File: src/rtl/vga_draw_arbiter.sv
// vga_draw_arbiter: round-robin share of the VGA plotter; sweeps a BOX_W x BOX_H block per grant (clip via DRAW_ARB_CLIP_EN)
module vga_draw_arbiter #(
  parameter int NUM_REQ  = 3,
  parameter int BOX_W    = 4,
  parameter int BOX_H    = 4,
  parameter int SCREEN_W = 160,
  parameter int SCREEN_H = 120
) (
  input  logic                   clk,
  input  logic                   reset,
  input  logic [NUM_REQ-1:0]     req,
  input  logic [8*NUM_REQ-1:0]   req_x,
  input  logic [7*NUM_REQ-1:0]   req_y,
  input  logic [3*NUM_REQ-1:0]   req_colour,
  output logic [NUM_REQ-1:0]     grant,
  output logic [NUM_REQ-1:0]     done,
  output logic [7:0]             vga_x,
  output logic [6:0]             vga_y,
  output logic [2:0]             vga_colour,
  output logic                   vga_plot,
  output logic                   busy
);
  localparam int LW = NUM_REQ > 1 ? $clog2(NUM_REQ) : 1;
  localparam int CW = BOX_W > 1 ? $clog2(BOX_W) : 1;
  localparam int HW = BOX_H > 1 ? $clog2(BOX_H) : 1;
`ifdef DRAW_ARB_CLIP_EN
  localparam bit CLIP = 1'b1;
`else
  localparam bit CLIP = 1'b0;
`endif
  typedef enum logic [1:0] {IDLE, PLOT, DONE} state_t;
  state_t state, state_d;
  logic [LW-1:0] last, last_d, win;
  logic found;
  logic [CW-1:0] cx, cx_d;
  logic [HW-1:0] cy, cy_d;
  logic [7:0] bx, bx_d, vga_x_d;
  logic [6:0] by, by_d, vga_y_d;
  logic [2:0] col, col_d, vga_colour_d;
  logic fin, fin_d, vga_plot_d, busy_d;
  logic [NUM_REQ-1:0] grant_d, done_d;
  logic [8:0] px;
  logic [7:0] py;
  logic col_end, row_end, in_b;
  assign px = {1'b0, bx} + 9'(cx);
  assign py = {1'b0, by} + 8'(cy);
  assign col_end = cx == CW'(BOX_W - 1);
  assign row_end = cy == HW'(BOX_H - 1);
  assign in_b = px < 9'(SCREEN_W) && py < 8'(SCREEN_H);
  always_comb begin
    win = last;
    found = 1'b0;
    for (int k = 1; k <= NUM_REQ; k++) begin
      if (!found && req[(int'(last) + k) % NUM_REQ]) begin
        win = LW'((int'(last) + k) % NUM_REQ);
        found = 1'b1;
      end
    end
  end
  always_ff @(posedge clk) begin
    if (reset) begin
      state <= IDLE;
      last <= LW'(NUM_REQ - 1);
      cx <= '0;
      cy <= '0;
      bx <= '0;
      by <= '0;
      col <= '0;
      fin <= 1'b0;
      grant <= '0;
      done <= '0;
      vga_x <= '0;
      vga_y <= '0;
      vga_colour <= '0;
      vga_plot <= 1'b0;
      busy <= 1'b0;
    end else begin
      state <= state_d;
      last <= last_d;
      cx <= cx_d;
      cy <= cy_d;
      bx <= bx_d;
      by <= by_d;
      col <= col_d;
      fin <= fin_d;
      grant <= grant_d;
      done <= done_d;
      vga_x <= vga_x_d;
      vga_y <= vga_y_d;
      vga_colour <= vga_colour_d;
      vga_plot <= vga_plot_d;
      busy <= busy_d;
    end
  end
  // fin marks that the last pixel is already in the output register, so PLOT
  // spends one more cycle letting it show before raising done.
  always_comb begin
    state_d = state == IDLE ? (|req ? PLOT : IDLE) :
              state == PLOT ? (fin ? DONE : PLOT) : IDLE;
  end
  always_comb begin
    last_d = last;
    cx_d = cx;
    cy_d = cy;
    bx_d = bx;
    by_d = by;
    col_d = col;
    fin_d = fin;
    grant_d = grant;
    done_d = '0;
    vga_x_d = vga_x;
    vga_y_d = vga_y;
    vga_colour_d = vga_colour;
    vga_plot_d = 1'b0;
    busy_d = busy;
    if (state == IDLE && |req) begin
      grant_d = NUM_REQ'(1) << win;
      busy_d = 1'b1;
      last_d = win;
      bx_d = req_x[8*int'(win) +: 8];
      by_d = req_y[7*int'(win) +: 7];
      col_d = req_colour[3*int'(win) +: 3];
      cx_d = '0;
      cy_d = '0;
      fin_d = 1'b0;
    end
    if (state == PLOT && !fin) begin
      vga_x_d = px[7:0];
      vga_y_d = py[6:0];
      vga_colour_d = col;
      vga_plot_d = !CLIP || in_b;
      cx_d = col_end ? '0 : cx + CW'(1);
      cy_d = col_end ? cy + HW'(1) : cy;
      fin_d = col_end && row_end;
    end
    if (state == PLOT && fin) done_d = grant;
    if (state == DONE) begin
      grant_d = '0;
      busy_d = 1'b0;
    end
  end
endmodule

File: config.mk
export PLATFORM = sky130hd
export DESIGN_NAME = vga_draw_arbiter
export DESIGN_NICKNAME = d
export VERILOG_FILES = /design/src/rtl/vga_draw_arbiter.sv
export SDC_FILE = /design/constraint.sdc
export NUM_CORES = 1
export LEC_CHECK = 0
export CORE_ASPECT_RATIO = 0.8
export CORE_UTILIZATION = 52
export CTS_BUF_LIST = sky130_fd_sc_hd__clkbuf_2 sky130_fd_sc_hd__clkbuf_4 sky130_fd_sc_hd__clkbuf_8
export DETAILED_ROUTE_END_ITERATION = 16
export PLACE_DENSITY = 0.84
export SLEW_MARGIN = 20
export SYNTH_ARGS = -nofsm -noshare
export SYNTH_HDL_FRONTEND = slang
export SYNTH_SLANG_ARGS = --single-unit
File: constraint.sdc
create_clock -name clk -period 4.8 [get_ports clk]
set_input_delay 0.96 -clock clk [delete_from_list [all_inputs] [get_ports clk]]
set_output_delay 0.96 -clock clk [all_outputs]
set_load 0.02 [all_outputs]
==> metrics, run 1 <==
outcome finished, final reports clean; R2R depth 8; asr flop ratio synth 0%; FF+latch count, synth 53; Wirelength per Cell 15.4 µm; final setup vio count 0; Worst-Margin Slew 1050 ps; min Tclk post-route 3130 ps; CTS Hold Buffers Added 0; DIE HEIGHT 66.3 µm; P_leak 0.00134 µW; Net Count, Synth 382; Fmax 320 MHz; Setup Fix Bufs, Post-CTS 0; Root Driver clkbuf_8; Core Region 4760 µm²; Req. time, crit path 5040 ps; Die X 82.3 µm; final hold slack 456 ps; CP Capture Type flop; Initial DRC Count 171; Main synth FF type dfxtp_1; Mapped Area 2680 µm²; Tcrit/Tclk final 65.2%; Sink Count 53; Worst Hold Class flop to flop; post-synth cell types 44; vias in the first global route 2232; Cells after Synth 311; critical path endpoint bx[3]$_SDFFE_PP0P_; post-synth top area cell dfxtp_1; DIE AREA 5450 µm²; P&R area growth vs syn 34.9%; # nets final 456; global placement routability congestion 0.977; IO Pins 85; total track usage 26.3%; Worst R2R Start last[0]$_SDFFE_PP0P_; # port buffers 84; r2r setup slk 1980 ps; 1st-pass router iterations 4; Startpoint Class input port; DP Worst Slack 1380 ps; via-per-instance ratio 5.72; initial antenna violation count 0; FF-to-FF End bx[3]$_SDFFE_PP0P_; Net Sw Frac 35.4%; crit path max fanout 18; Reg power frac 43.1%; setup ws final 1670 ps; fin. max-slew vios 0; Max VDD drop 0.000224 V; first-pass GRT wire length 10.8 mm; Final Skew 2.11 ps; Pwr Density 377 nW/µm²; Vias 2547; commonest non-fill, non-tap cell in the layout clkdlybuf4s50_1; CTS resizes 0; Initial Util 56.4%; Worst Setup SP req[2]; number of enable flip-flop cells after synthesis 0; Synth area leaders dfxtp_1, a21oi_1, a221o_1, nand3_1, ha_1; Ys Warns 0; Pint 882 µW; Synth top area share 39.5%; clock buffer depth 2; CTS clk-pin slew, worst paths 80 ps; Gate power share 38.4%; Clock power frac 18.5%; share of layout cells above drive strength 1 4.68%; most frequent cells in the layout clkdlybuf4s50_1, dfxtp_1, a21oi_1; sequential share of the synthesized area 39.5%; clock buffer count from CTS 5; Post-Route WL 6.84 mm; TritonCTS clock tree yes; largest net degree at the start of global routing 35; max cap viols 0; Sw Pwr 483 µW; final setup TNS 0 ps; total congestion overflow 0; Slew Limit Headroom 29.7%; CTS H-tree depth 2; Residual DRC 0; RSZ-0062 raised after global routing false; crit path DAT 3370 ps; dpl hpwl 5.24 mm; Rows 22; WS Path Type input port to flop; n_diodes 0; Post-DRT Antenna Nets 0; Avg Cell Area, Syn 8.63 µm²; final hold violations 0; clk_lat worst skew 300 ps
-- area by class of cell --
cell class              count  area (µm²)
repair buffers             88         871
clock buffers               7        90.1
inverters                  10        37.5
flip-flops and latches     53        1060
well taps                  60        75.1
multi-input cells         227        1490
fillers                   367        1140
-- worst min path at each step --
stage	start	to	slack, ps	depth (start not counted)
global placement	vga_x[2]$_SDFFE_PP0P_	vga_x[2]$_SDFFE_PP0P_	440	2
global route	vga_x[2]$_SDFFE_PP0P_	vga_x[2]$_SDFFE_PP0P_	470	2
finish	vga_x[2]$_SDFFE_PP0P_	vga_x[2]$_SDFFE_PP0P_	460	2
CTS	vga_colour[2]$_SDFFE_PP0P_	vga_colour[2]$_SDFFE_PP0P_	460	2
floorplan	col[0]$_SDFFE_PP0P_	vga_colour[0]$_SDFFE_PP0P_	430	2
detailed placement	vga_colour[2]$_SDFFE_PP0P_	vga_colour[2]$_SDFFE_PP0P_	450	2
-- metal layers --
layer	GRT usage [%]	wire length (µm)	vias up
met2	38.1	2930	98
met4	7.68	70	0
met3	4.00	418	7
met1	39.5	3430	1159
li1	-	-	1283
met5	0	0	-
-- metrics by stage --
step                cell area (µm²)  total power, µW  util (%)  cells
finish                         3620             1370      76.0    445
global placement               3530             1100      74.1    438
CTS                            3620             1360      76.0    445
floorplan                      2680              943         -    311
detailed placement             3530             1120      74.1    438
global route                   3620             1450      76.0    445
-- synthesized netlist by cell type (all sizes together) (2+ instances only) --
cell,instances
a32oi,2
a211oi,12
o31a,2
or2,2
xor2,4
nand3,26
nor3,4
mux2i,3
and2,4
nor2,25
or3,2
a21oi,37
buf,7
o21ai,21
dfxtp,53
nor2b,4
ha,10
xnor2,7
fa,2
clkbuf,14
o22ai,2
nand2,23
a211o,2
nand3b,2
a221o,18
inv,10
-- sequential cells by signal, indices dropped and copies added, names as in the netlist, 3 cells and up --
register	flops
vga_x	8
bx	8
done	3
by	7
vga_colour	3
vga_y	7
grant	3
col	3
-- critical path: stages --
cell and delay [ps]:
clkdlybuf4s50_1 610, and3b_1 260, o22ai_1 90, a2bb2oi_1 160
or2_4 290, nor4_4 720, a221o_1 280
-- power by group through the flow --
stage / combinational [µW] / sequential (µW) / clock (µW)
6_report: 524 / 589 / 253
5_1_grt: 577 / 596 / 273
4_1_cts: 520 / 587 / 257
3_5_place_dp: 519 / 597 / 0
3_3_place_gp: 510 / 592 / 0
2_1_floorplan: 343 / 600 / 0
-- cell families (layout without fill, tap and decap cells) --
family / after synthesis / in the layout / synth area share [%]
AOI/OAI and AO/OA: 103 / 103 / 26.2
and+or+nand+nor: 98 / 98 / 18.1
DFF: 53 / 53 / 39.5
buffers and inverters: 31 / 105 / 5.31
adders and majority gates: 12 / 12 / 6.15
xor gates and xnor gates: 11 / 11 / 3.59
muxes: 3 / 3 / 1.12
(Power assumes the default switching activity.)
==> inputs of run 2 (changes only) <==
Settings changed: CORE_UTILIZATION 52 to 43, PLACE_DENSITY 0.84 to 0.74.
Clock period 4.8 ns to 2.8 ns, I/O delays scaled along.
==> run 2 against run 1 <==
Total power grew 83%. Register-to-register slack lost 1800 ps. Clock power rose by 110%. Critical path depth is 1 higher. Sequential power grew 71%. Core utilization fell by 13 points. Wire length is 5.3% higher. Non-clock buffer count is 8 higher. Global-route usage down 3.6 points. Flip-flop and latch count unchanged. Cell count rose by 6.7%. Critical path type is now flop to flop. Largest power group unchanged. Highest routed layer unchanged.
==> metrics, run 2 (synthesis gave the netlist of run 1 again) <==
outcome finished, final reports clean; FF/Latch Area 1060 µm²; FILL cells 518; WP depth 8; Vias 2542; CP Capture Type flop; Worst-Margin Slew 695 ps; dpl hpwl 5.49 mm; Worst Hold Class flop to flop; crit-path max cell delay 430 ps; Max Used Layer met4; Tcrit/Tclk final 91.9%; Fmax 389 MHz; Root Driver clkbuf_8; CTS Hold Buffers Added 0; TritonCTS clock tree yes; # nets final 464; WS Path Type flop to flop; Core Region 5970 µm²; CTS resizes 0; FF-to-FF End col[0]$_SDFFE_PP0P_; Startpoint Class flop; total track usage 22.7%; largest net degree at the start of global routing 28; share of layout cells above drive strength 1 7.11%; Max VDD drop 0.000260 V; final setup TNS 0 ps; Worst path top cell family by delay compound AO/OA/AOI/OAI gates; CP bufs+invs 1; clk_lat worst skew 310 ps; first-pass GRT wire length 11.9 mm; Sink Count 53; clock buffer count from CTS 5; Residual DRC 0; final hold violations 0; n_diodes 0; vias in the first global route 2372; r2r setup slk 230 ps; CTS H-tree depth 2; final setup vio count 0; Final Skew 12.6 ps; Post-Route WL 7.21 mm; Worst R2R Start last[0]$_SDFFE_PP0P_; Worst Setup SP last[0]$_SDFFE_PP0P_; R2R depth 8; Initial Util 44.9%; RSZ-0062 raised after global routing false; most frequent cells in the layout clkdlybuf4s50_1, dfxtp_1, a21oi_1; P&R area growth vs syn 40.0%; multi-input combinational cell area 1490 µm²; via-per-instance ratio 5.35; Rows 25; hold path cells 2; Wirelength per Cell 15.2 µm; met2 WL 3.08 mm; CTS clk-pin slew, worst paths 100 ps; Pwr Density 664 nW/µm²; Post-DRT Antenna Nets 0; IO Pins 85; P_leak 0.00140 µW; Slew Limit Headroom 53.6%; max cap viols 0; placed cell count 467; met3 WL 333 µm; Critical-path top delay cell dfxtp_1; Setup Fix Bufs, Post-CTS 0; met1 WL 3.71 mm; clock buffer depth 2; crit path max fanout 19; 1st-pass router iterations 4; fin util 62.9%; Top Registers bx: 8 flops, vga_x: 8 flops; critical path endpoint col[0]$_SDFFE_PP0P_; Initial DRC Count 162; Overall Power 2490 µW; DIE HEIGHT 72.7 µm; fin. max-slew vios 0; total congestion overflow 0; # port buffers 84; Die X 90.3 µm; non-filler cells, final 475; crit-path cells inv_1 > ha_1 > and3b_1 > o31a_1 > o31a_2 > o21ai_0 > a21oi_1 > a221o_1; commonest non-fill, non-tap cell in the layout clkdlybuf4s50_1; crit path DAT 2770 ps; global placement routability congestion 0.856; initial antenna violation count 0; Req. time, crit path 3000 ps; min Tclk post-route 2570 ps; DIE AREA 6560 µm²
run 2: how the worst min path moves through the flow:
stage	from	slack (ps)	endpoint
finish	vga_colour[0]$_SDFFE_PP0P_	460	vga_colour[0]$_SDFFE_PP0P_
global route	vga_y[0]$_SDFFE_PP0P_	490	vga_y[0]$_SDFFE_PP0P_
CTS	vga_y[2]$_SDFFE_PP0P_	460	vga_y[2]$_SDFFE_PP0P_
detailed placement	vga_y[2]$_SDFFE_PP0P_	450	vga_y[2]$_SDFFE_PP0P_
global placement	vga_y[2]$_SDFFE_PP0P_	440	vga_y[2]$_SDFFE_PP0P_
floorplan	col[0]$_SDFFE_PP0P_	430	vga_colour[0]$_SDFFE_PP0P_
run 2: routing by layer:
metal | track usage, % | up-vias
li1 | - | 1294
met3 | 3.96 | 7
met5 | 0 | -
met4 | 5.91 | 0
met1 | 33.9 | 1160
met2 | 33.8 | 81
run 2: final cells by class:
class	count	share of cell area, %
inverters	10	0.999
clock inverters	2	1.03
flip-flops and latches	53	28.2
repair buffers	96	25.4
well taps	81	2.70
multi-input cells	227	39.6
clock buffers	6	2.03
run 2: power breakdown:
group / switching (µW) / leakage [µW] / internal, µW
registers: 123 / 0.000435 / 883
clock network: 249 / 0.0000588 / 278
logic: 492 / 0.000905 / 470
total: 863 / 0.00140 / 1630
run 2: worst reg2reg max path, stage by stage, from the launching register on:
cell	delay, ps
dfxtp_1	430
inv_1	120
ha_1	310
and3b_1	230
o31a_1	340
o31a_2	430
o21ai_0	230
a21oi_1	120
a221o_1	260
run 2: per-stage QoR:
| step | area, µm² | setup slack (ps) | hold WS (ps) |
|---|---|---|---|
| after floorplan | 2680 | 446 | 432 |
| after global placement | 3640 | 93.8 | 440 |
| after detailed placement | 3640 | 54.3 | 447 |
| after CTS | 3760 | 247 | 461 |
| after global routing | 3760 | 45.9 | 487 |
| final | 3760 | 227 | 459 |
